`src/rtl/qc_shift_scheduler.sv`:
```
`default_nettype none
// ============================================================================
// Module   : qc_shift_scheduler
// Purpose  : Feeds one base-matrix row through an external pipelined
//            circular shifter. Each column goes through four steps: fetch the
//            shift entry and block, drive the shifter, tag the in-flight
//            token, then capture the rotated block into a credit-protected
//            first-word-fall-through result FIFO.
// Options  : QC_SCHED_STALL_CNT_EN adds a saturating stall_cnt[15:0] output
//            that counts ISSUE cycles blocked by lack of credits.
// Revision : 1.0 - initial release
// ============================================================================
module qc_shift_scheduler #(
    parameter int MAXZ       = 8,
    parameter int LATENCY    = 16,
    parameter int MAX_COLS   = 24,
    parameter int FIFO_DEPTH = 4,
    localparam int COLW      = (MAX_COLS > 1) ? $clog2(MAX_COLS) : 1,
    localparam int SW        = (MAXZ > 1) ? $clog2(MAXZ) : 1
) (
    input  logic              clk,
    input  logic              rst_n,
    input  logic              start,
    input  logic [COLW:0]     num_cols,
    output logic              busy,
    output logic              done,
    output logic              bm_rd,
    output logic [COLW-1:0]   bm_addr,
    input  logic [SW-1:0]     bm_shift,
    input  logic              bm_null,
    input  logic [MAXZ-1:0]   blk_data,
    output logic [MAXZ-1:0]   sh_in_data,
    output logic [SW-1:0]     sh_shift_val,
    input  logic [MAXZ-1:0]   sh_out_data,
    output logic              res_valid,
    input  logic              res_ready,
    output logic [COLW-1:0]   res_col,
    output logic [MAXZ-1:0]   res_data
`ifdef QC_SCHED_STALL_CNT_EN
    ,
    output logic [15:0]       stall_cnt
`endif
);

    localparam int NW = COLW + 1;
    localparam int CW = $clog2(FIFO_DEPTH + 1);
    localparam int PW = (FIFO_DEPTH > 1) ? $clog2(FIFO_DEPTH) : 1;
    localparam logic [CW-1:0] C_DEPTH    = CW'(FIFO_DEPTH);
    localparam logic [NW-1:0] C_MAX_COLS = NW'(MAX_COLS);

    typedef enum logic [2:0] {
        S_IDLE  = 3'd0,
        S_FETCH = 3'd1,
        S_ISSUE = 3'd2,
        S_DRAIN = 3'd3,
        S_DONE  = 3'd4
    } state_t;

    state_t              r_state;
    state_t              w_next;

    logic                r_busy;
    logic                r_done;
    logic [COLW-1:0]     r_col;
    logic [NW-1:0]       r_n;
    logic [CW-1:0]       r_credits;
    logic [MAXZ-1:0]     r_sh_data;
    logic [SW-1:0]       r_sh_shift;

    logic [LATENCY-1:0]  r_tag_v;
    logic [COLW-1:0]     r_tag_col [LATENCY];

    logic [COLW-1:0]     r_fifo_col  [FIFO_DEPTH];
    logic [MAXZ-1:0]     r_fifo_data [FIFO_DEPTH];
    logic [PW-1:0]       r_wr;
    logic [PW-1:0]       r_rd;
    logic [CW-1:0]       r_count;

    logic                w_start_ok;
    logic                w_last;
    logic [NW-1:0]       w_n_clip;
    logic                w_issue;
    logic                w_stall;
    logic                w_bm_rd;
    logic                w_push;
    logic                w_pop;

    function automatic logic [PW-1:0] ptr_inc(input logic [PW-1:0] p);
        return (p == PW'(FIFO_DEPTH - 1)) ? '0 : p + PW'(1);
    endfunction

    assign w_start_ok = start && !r_busy && (r_state == S_IDLE);
    assign w_n_clip   = (num_cols > C_MAX_COLS) ? C_MAX_COLS : num_cols;
    assign w_last     = ({1'b0, r_col} == (r_n - NW'(1)));
    assign w_push     = r_tag_v[LATENCY-1];
    assign w_pop      = res_valid && res_ready;

    // State register
    always_ff @(posedge clk or negedge rst_n) begin
        if (!rst_n) begin
            r_state <= S_IDLE;
        end else begin
            r_state <= w_next;
        end
    end

    // Next-state logic plus the per-state strobes (fetch, issue, stall)
    always_comb begin
        w_next  = r_state;
        w_issue = 1'b0;
        w_stall = 1'b0;
        w_bm_rd = 1'b0;
        case (r_state)
            S_IDLE: begin
                if (w_start_ok) begin
                    w_next = (w_n_clip == '0) ? S_DONE : S_FETCH;
                end
            end
            S_FETCH: begin
                w_bm_rd = 1'b1;
                w_next  = S_ISSUE;
            end
            S_ISSUE: begin
                if (r_credits != '0) begin
                    w_issue = 1'b1;
                    w_next  = w_last ? S_DRAIN : S_FETCH;
                end else begin
                    w_stall = 1'b1;
                end
            end
            S_DRAIN: begin
                if ((r_tag_v == '0) && (r_count == '0)) begin
                    w_next = S_DONE;
                end
            end
            S_DONE: begin
                w_next = S_IDLE;
            end
            default: begin
                w_next = S_IDLE;
            end
        endcase
    end

    assign bm_rd   = w_bm_rd;
    assign bm_addr = w_bm_rd ? r_col : '0;

    // Row bookkeeping: busy/done flags, column counter and clipped row length
    always_ff @(posedge clk or negedge rst_n) begin
        if (!rst_n) begin
            r_busy <= 1'b0;
            r_done <= 1'b0;
            r_col  <= '0;
            r_n    <= '0;
        end else begin
            r_done <= (r_state == S_DONE);
            if (r_state == S_DONE) begin
                r_busy <= 1'b0;
            end else if (w_start_ok) begin
                r_busy <= 1'b1;
            end
            if (w_start_ok) begin
                r_col <= '0;
                r_n   <= w_n_clip;
            end else if (w_issue && !w_last) begin
                r_col <= r_col + COLW'(1);
            end
        end
    end

    assign busy = r_busy;
    assign done = r_done;

    // Shifter input registers; a null base entry is sent as an all-zero block
    always_ff @(posedge clk or negedge rst_n) begin
        if (!rst_n) begin
            r_sh_data  <= '0;
            r_sh_shift <= '0;
        end else if (w_issue) begin
            r_sh_data  <= bm_null ? '0 : blk_data;
            r_sh_shift <= bm_null ? '0 : bm_shift;
        end
    end

    assign sh_in_data   = r_sh_data;
    assign sh_shift_val = r_sh_shift;

    // Tag pipe: mirrors the shifter latency so the column tag and its
    // rotated block reach the capture point on the same edge
    always_ff @(posedge clk or negedge rst_n) begin
        if (!rst_n) begin
            r_tag_v <= '0;
            for (int i = 0; i < LATENCY; i++) begin
                r_tag_col[i] <= '0;
            end
        end else begin
            r_tag_v[0]   <= w_issue;
            r_tag_col[0] <= r_col;
            for (int i = 1; i < LATENCY; i++) begin
                r_tag_v[i]   <= r_tag_v[i-1];
                r_tag_col[i] <= r_tag_col[i-1];
            end
        end
    end

    // Issue credits: one per free FIFO slot not already claimed by a token
    always_ff @(posedge clk or negedge rst_n) begin
        if (!rst_n) begin
            r_credits <= C_DEPTH;
        end else begin
            case ({w_issue, w_pop})
                2'b10:   r_credits <= r_credits - CW'(1);
                2'b01:   r_credits <= r_credits + CW'(1);
                default: r_credits <= r_credits;
            endcase
        end
    end

    // FIFO storage; contents are don't-care while the entry is not counted
    always_ff @(posedge clk) begin
        if (w_push) begin
            r_fifo_col[r_wr]  <= r_tag_col[LATENCY-1];
            r_fifo_data[r_wr] <= sh_out_data;
        end
    end

    // FIFO pointers and occupancy
    always_ff @(posedge clk or negedge rst_n) begin
        if (!rst_n) begin
            r_wr    <= '0;
            r_rd    <= '0;
            r_count <= '0;
        end else begin
            if (w_push) begin
                r_wr <= ptr_inc(r_wr);
            end
            if (w_pop) begin
                r_rd <= ptr_inc(r_rd);
            end
            case ({w_push, w_pop})
                2'b10:   r_count <= r_count + CW'(1);
                2'b01:   r_count <= r_count - CW'(1);
                default: r_count <= r_count;
            endcase
        end
    end

    assign res_valid = (r_count != '0);
    assign res_col   = res_valid ? r_fifo_col[r_rd]  : '0;
    assign res_data  = res_valid ? r_fifo_data[r_rd] : '0;

`ifdef QC_SCHED_STALL_CNT_EN
    logic [15:0] r_stall_cnt;

    // Saturating count of credit-blocked ISSUE cycles, cleared per row
    always_ff @(posedge clk or negedge rst_n) begin
        if (!rst_n) begin
            r_stall_cnt <= '0;
        end else if (w_start_ok) begin
            r_stall_cnt <= '0;
        end else if (w_stall && (r_stall_cnt != 16'hFFFF)) begin
            r_stall_cnt <= r_stall_cnt + 16'd1;
        end
    end

    assign stall_cnt = r_stall_cnt;
`else
    logic w_unused_stall;
    assign w_unused_stall = w_stall;
`endif

endmodule
`default_nettype wire

```
`config.mk`:
```
export PLATFORM = sky130hd
export DESIGN_NAME = qc_shift_scheduler
export DESIGN_NICKNAME = d
export VERILOG_FILES = /design/src/rtl/qc_shift_scheduler.sv
export SDC_FILE = /design/constraint.sdc
export NUM_CORES = 1
export LEC_CHECK = 0
export CORE_UTILIZATION = 50
export DETAILED_ROUTE_END_ITERATION = 6
export PLACE_DENSITY = 0.71
export SETUP_SLACK_MARGIN = 0.4
export SYNTH_ARGS = -nofsm -noshare
export SYNTH_HDL_FRONTEND = slang
export SYNTH_SLANG_ARGS = --single-unit
```
`constraint.sdc`:
```
create_clock -name clk -period 2.5 [get_ports clk]
set_clock_uncertainty 0.05 [all_clocks]
set_input_delay 0.5 -clock clk [delete_from_list [all_inputs] [get_ports clk]]
set_output_delay 0.5 -clock clk [all_outputs]
set_load 0.01 [all_outputs]
```
==> results by group <==
Floorplanning
  • # rows: 40
  • IO Pins: 63
  • Initial Util: 0.520
  • Die H: 115 µm
  • Die Area: 13200 µm²
  • Core area: 12200 µm²
  • Die width: 115 µm

Synth
  • Post-synthesis sequential area ratio: 0.770
  • Mux cell area share after synthesis: 0.0512
  • Synth Area in Simple Gates: 0.0796
  • Synth Area in XOR/XNOR: 0.0179
  • Post-Synth Adder-Cell Area: 0.0240
  • Area of the mapped netlist: 6350 µm²
  • Post-Syn Instances: 384
  • Ys async rst share: 0.719
  • Synth Net Count: 425
  • Avg Cell Area, Syn: 16.5 µm²
  • Cell variety after synth: 39
  • Post-synth top area cell: dfrtp_1
  • Post-synth EDFFs: 52
  • Share of the synthesized area in the top cell type: 0.520
  • Largest family of logic cells by synthesized area: simple AND/OR/NAND/NOR gates
  • Ys flop type: dfrtp_1
  • Yosys warning count: 0
  • Post-synthesis register bit count: 185
  • Compound-Gate Fraction of Synth Area: 0.0404
  • Synth area leaders: dfrtp_1, edfxtp_1, mux4_2

Hold path
  • Worst min-delay path category: flop to flop
  • WHS Path Cells: 0

Timing
  • Worst-margin pin slew: 0.711 ns
  • Highest clock rate: 0.428 GHz
  • Final period util: 0.935
  • Final WS setup: 0.163 ns
  • Final Slew Violations: 0
  • Final Hold Vio Count: 0
  • Setup Viol. Count Final: 0
  • WHS: 0.298 ns
  • RSZ-0062 raised after global routing: yes
  • Max transition margin: 0.526
  • Setup TNS: 0 ns
  • Post-layout minimum cycle time: 2.34 ns

Setup path
  • Worst Reg-to-Reg Cells: 7
  • Worst path required time: 1.95 ns
  • Crit path DAT: 1.79 ns
  • Critical path class: flop to primary output
  • Slowest cell delay on critical path: 0.51 ns
  • Crit path launch type: flop
  • Crit path max fanout: 7
  • Slowest stage cell, crit path: mux4_2
  • CP cell instances: buf_12 -> mux4_2 -> and2_4 -> buf_6
  • Crit. End Element: primary output

Finish
  • Fillers: 889
  • Register area: 4890 µm²
  • Fraction of layout cells with a size suffix above 1: 0.239
  • Nets: 522
  • Synthesis-to-finish area growth: 26.0%
  • Final cell count without fillers: 662
  • N_diodes: 0
  • Multi-input gate area: 1440 µm²

Routing
  • Routed wire length: 10500 µm
  • Vias: 3313
  • Routed Antenna Nets: 0
  • Number of DRC markers in iteration 0: 167
  • DRC viols: 0
  • Drt first pass iters: 4
  • Vias/cell: 5.00
  • WL/cell: 15.9 µm

GRT
  • Largest net degree at the start of global routing: 45
  • All-Layer GR Usage: 0.179
  • Vias in the first global route: 3429
  • Global route overflow: 0
  • Initial antenna violation count: 0
  • First-pass GRT wire length: 17000 µm

Clocking
  • CTS tree: done
  • Root Buffer Master: clkbuf_16
  • Sink Count: 185
  • Worst skew pair latency: 0.42 ns
  • Total CTS buffers: 17
  • H-tree depth: 4
  • CTS max path bufs: 2
  • Clock slew at reported path FFs: 0.07 ns

Run
  • Max Cap Viol: 0

Outcome
  • Outcome: completed

Power
  • Peak supply drop: 0.584 mV
  • Pwr/cell area: 1250 nW/µm²
  • Leakage: 0.00344 µW
  • Final Power: 9970 µW

Placed design
  • Number of port buffers: 62
  • Detailed placement HPWL: 6440 µm
  • Pre-CTS setup slack: 0.0874 ns
  • Dpl cells: 613
  • Placer congestion estimate: 0.740
[cell type report]
cell class	count	area share
Clock buffer	21	0.0603
Inverter	14	0.00656
Tap cell	168	0.0263
Timing Repair Buffer	90	0.106
Clock inverter	11	0.0103
Sequential cell	185	0.611
Multi-Input combinational cell	173	0.179
[layout by cell type, fill, tap and decap left out, types with 3 or more instances in the layout]
master,n
edfxtp_1,52
xnor2_1,7
nand2b_1,11
buf_4,21
o211ai_1,3
nor4_1,5
nor3_1,5
dfrtp_1,129
nand2_1,25
buf_2,9
buf_6,13
xor2_1,6
clkinv_4,3
dfrtp_2,3
ha_1,8
clkdlybuf4s50_1,41
o31ai_1,3
clkbuf_16,20
nand3_1,5
and2_1,14
inv_1,14
nor2_1,9
mux4_2,13
and2_4,9
o21ai_0,21
inv_6,3
[what timing repair did]
action                                  CTS  global route
hold buffers                              1             0
resized for setup                        89            20
cloned                                    1             1
pin swaps                                14             6
buffers inserted                          8             6
endpoints found under the setup margin   20            27
hold endpoints to repair                 32             0
[kinds of logic after synthesis]
group                    count (synthesis)
adder cells (fa/ha/maj)                 11
XOR/XNOR                                13
AND/OR/NAND/NOR                         95
multiplexers                            16
AO/OA/AOI/OAI                           37
buffers and inverters                   27
flip-flops                             185
[layer usage]
layer  track usage  part of all wire  vias up
li1              -                 -     1543
met4        0.0649             0.011        0
met2         0.308              0.54       69
met3        0.0572             0.040        9
met5             0                 0        -
met1         0.213              0.41     1692
[worst paths after layout]
check | start | to | slack, ns
min reg2reg | r_tag_col[48] | r_tag_col[43] | 0.30
max in group asynchronous | rst_n | r_rd[0] | 1.17
min | r_tag_col[48] | r_tag_col[43] | 0.30
min in group asynchronous | rst_n | done | 0.53
max reg2reg | r_count[1] | r_credits[1] | 0.49
max | r_rd[0] | res_data[2] | 0.16
[Yosys cell counts, types with 2 or more instances]
library cell and count:
ha_1 9, o211ai_1 3, or3_1 4, o31ai_1 3, nor2_1 9, dfrtp_1 132, nor3b_1 2, nand2_1 25
clkbuf_1 7, nor3_1 6, and2_1 22, mux2_2 2, mux4_2 13, xor2_1 6, nand3b_1 2, xnor2_1 7
edfxtp_1 52, nor4_1 5, nand2b_1 11, inv_1 14, nand3_1 6, fa_1 2, buf_2 6, o21ai_0 21
[power breakdown]
| part | total, µW | internal, µW | switching (µW) |
|---|---|---|---|
| registers | 4730 | 4190 | 545 |
| clock network | 2500 | 1400 | 1100 |
| logic | 2740 | 1500 | 1240 |
| total | 9970 | 7090 | 2880 |
[critical path: cells and delay by family, from the launching register on]
kind / cells / cell delay [ns]
buffers and inverters: 2 / 0.27
flip-flops: 1 / 0.43
multiplexers: 1 / 0.51
AND/OR/NAND/NOR: 1 / 0.16
[registers in the layout (all words and copies together), names as in the netlist]
signal	count
r_col	5
r_n	6
done	1
r_state	3
r_fifo_data	32
r_credits	3
r_fifo_col	20
sh_in_data	8
r_tag_col	80
busy	1
r_tag_v	16
r_wr	2
r_count	3
sh_shift_val	3
r_rd	2
[metrics by stage]
step | util | cell area, µm²
6_report | 0.656 | 8010
2_1_floorplan | - | 6390
3_3_place_gp | 0.595 | 7270
5_1_grt | 0.656 | 8010
3_5_place_dp | 0.595 | 7270
4_1_cts | 0.646 | 7890
No activity file was read; power rests on OpenSTA's default activity.
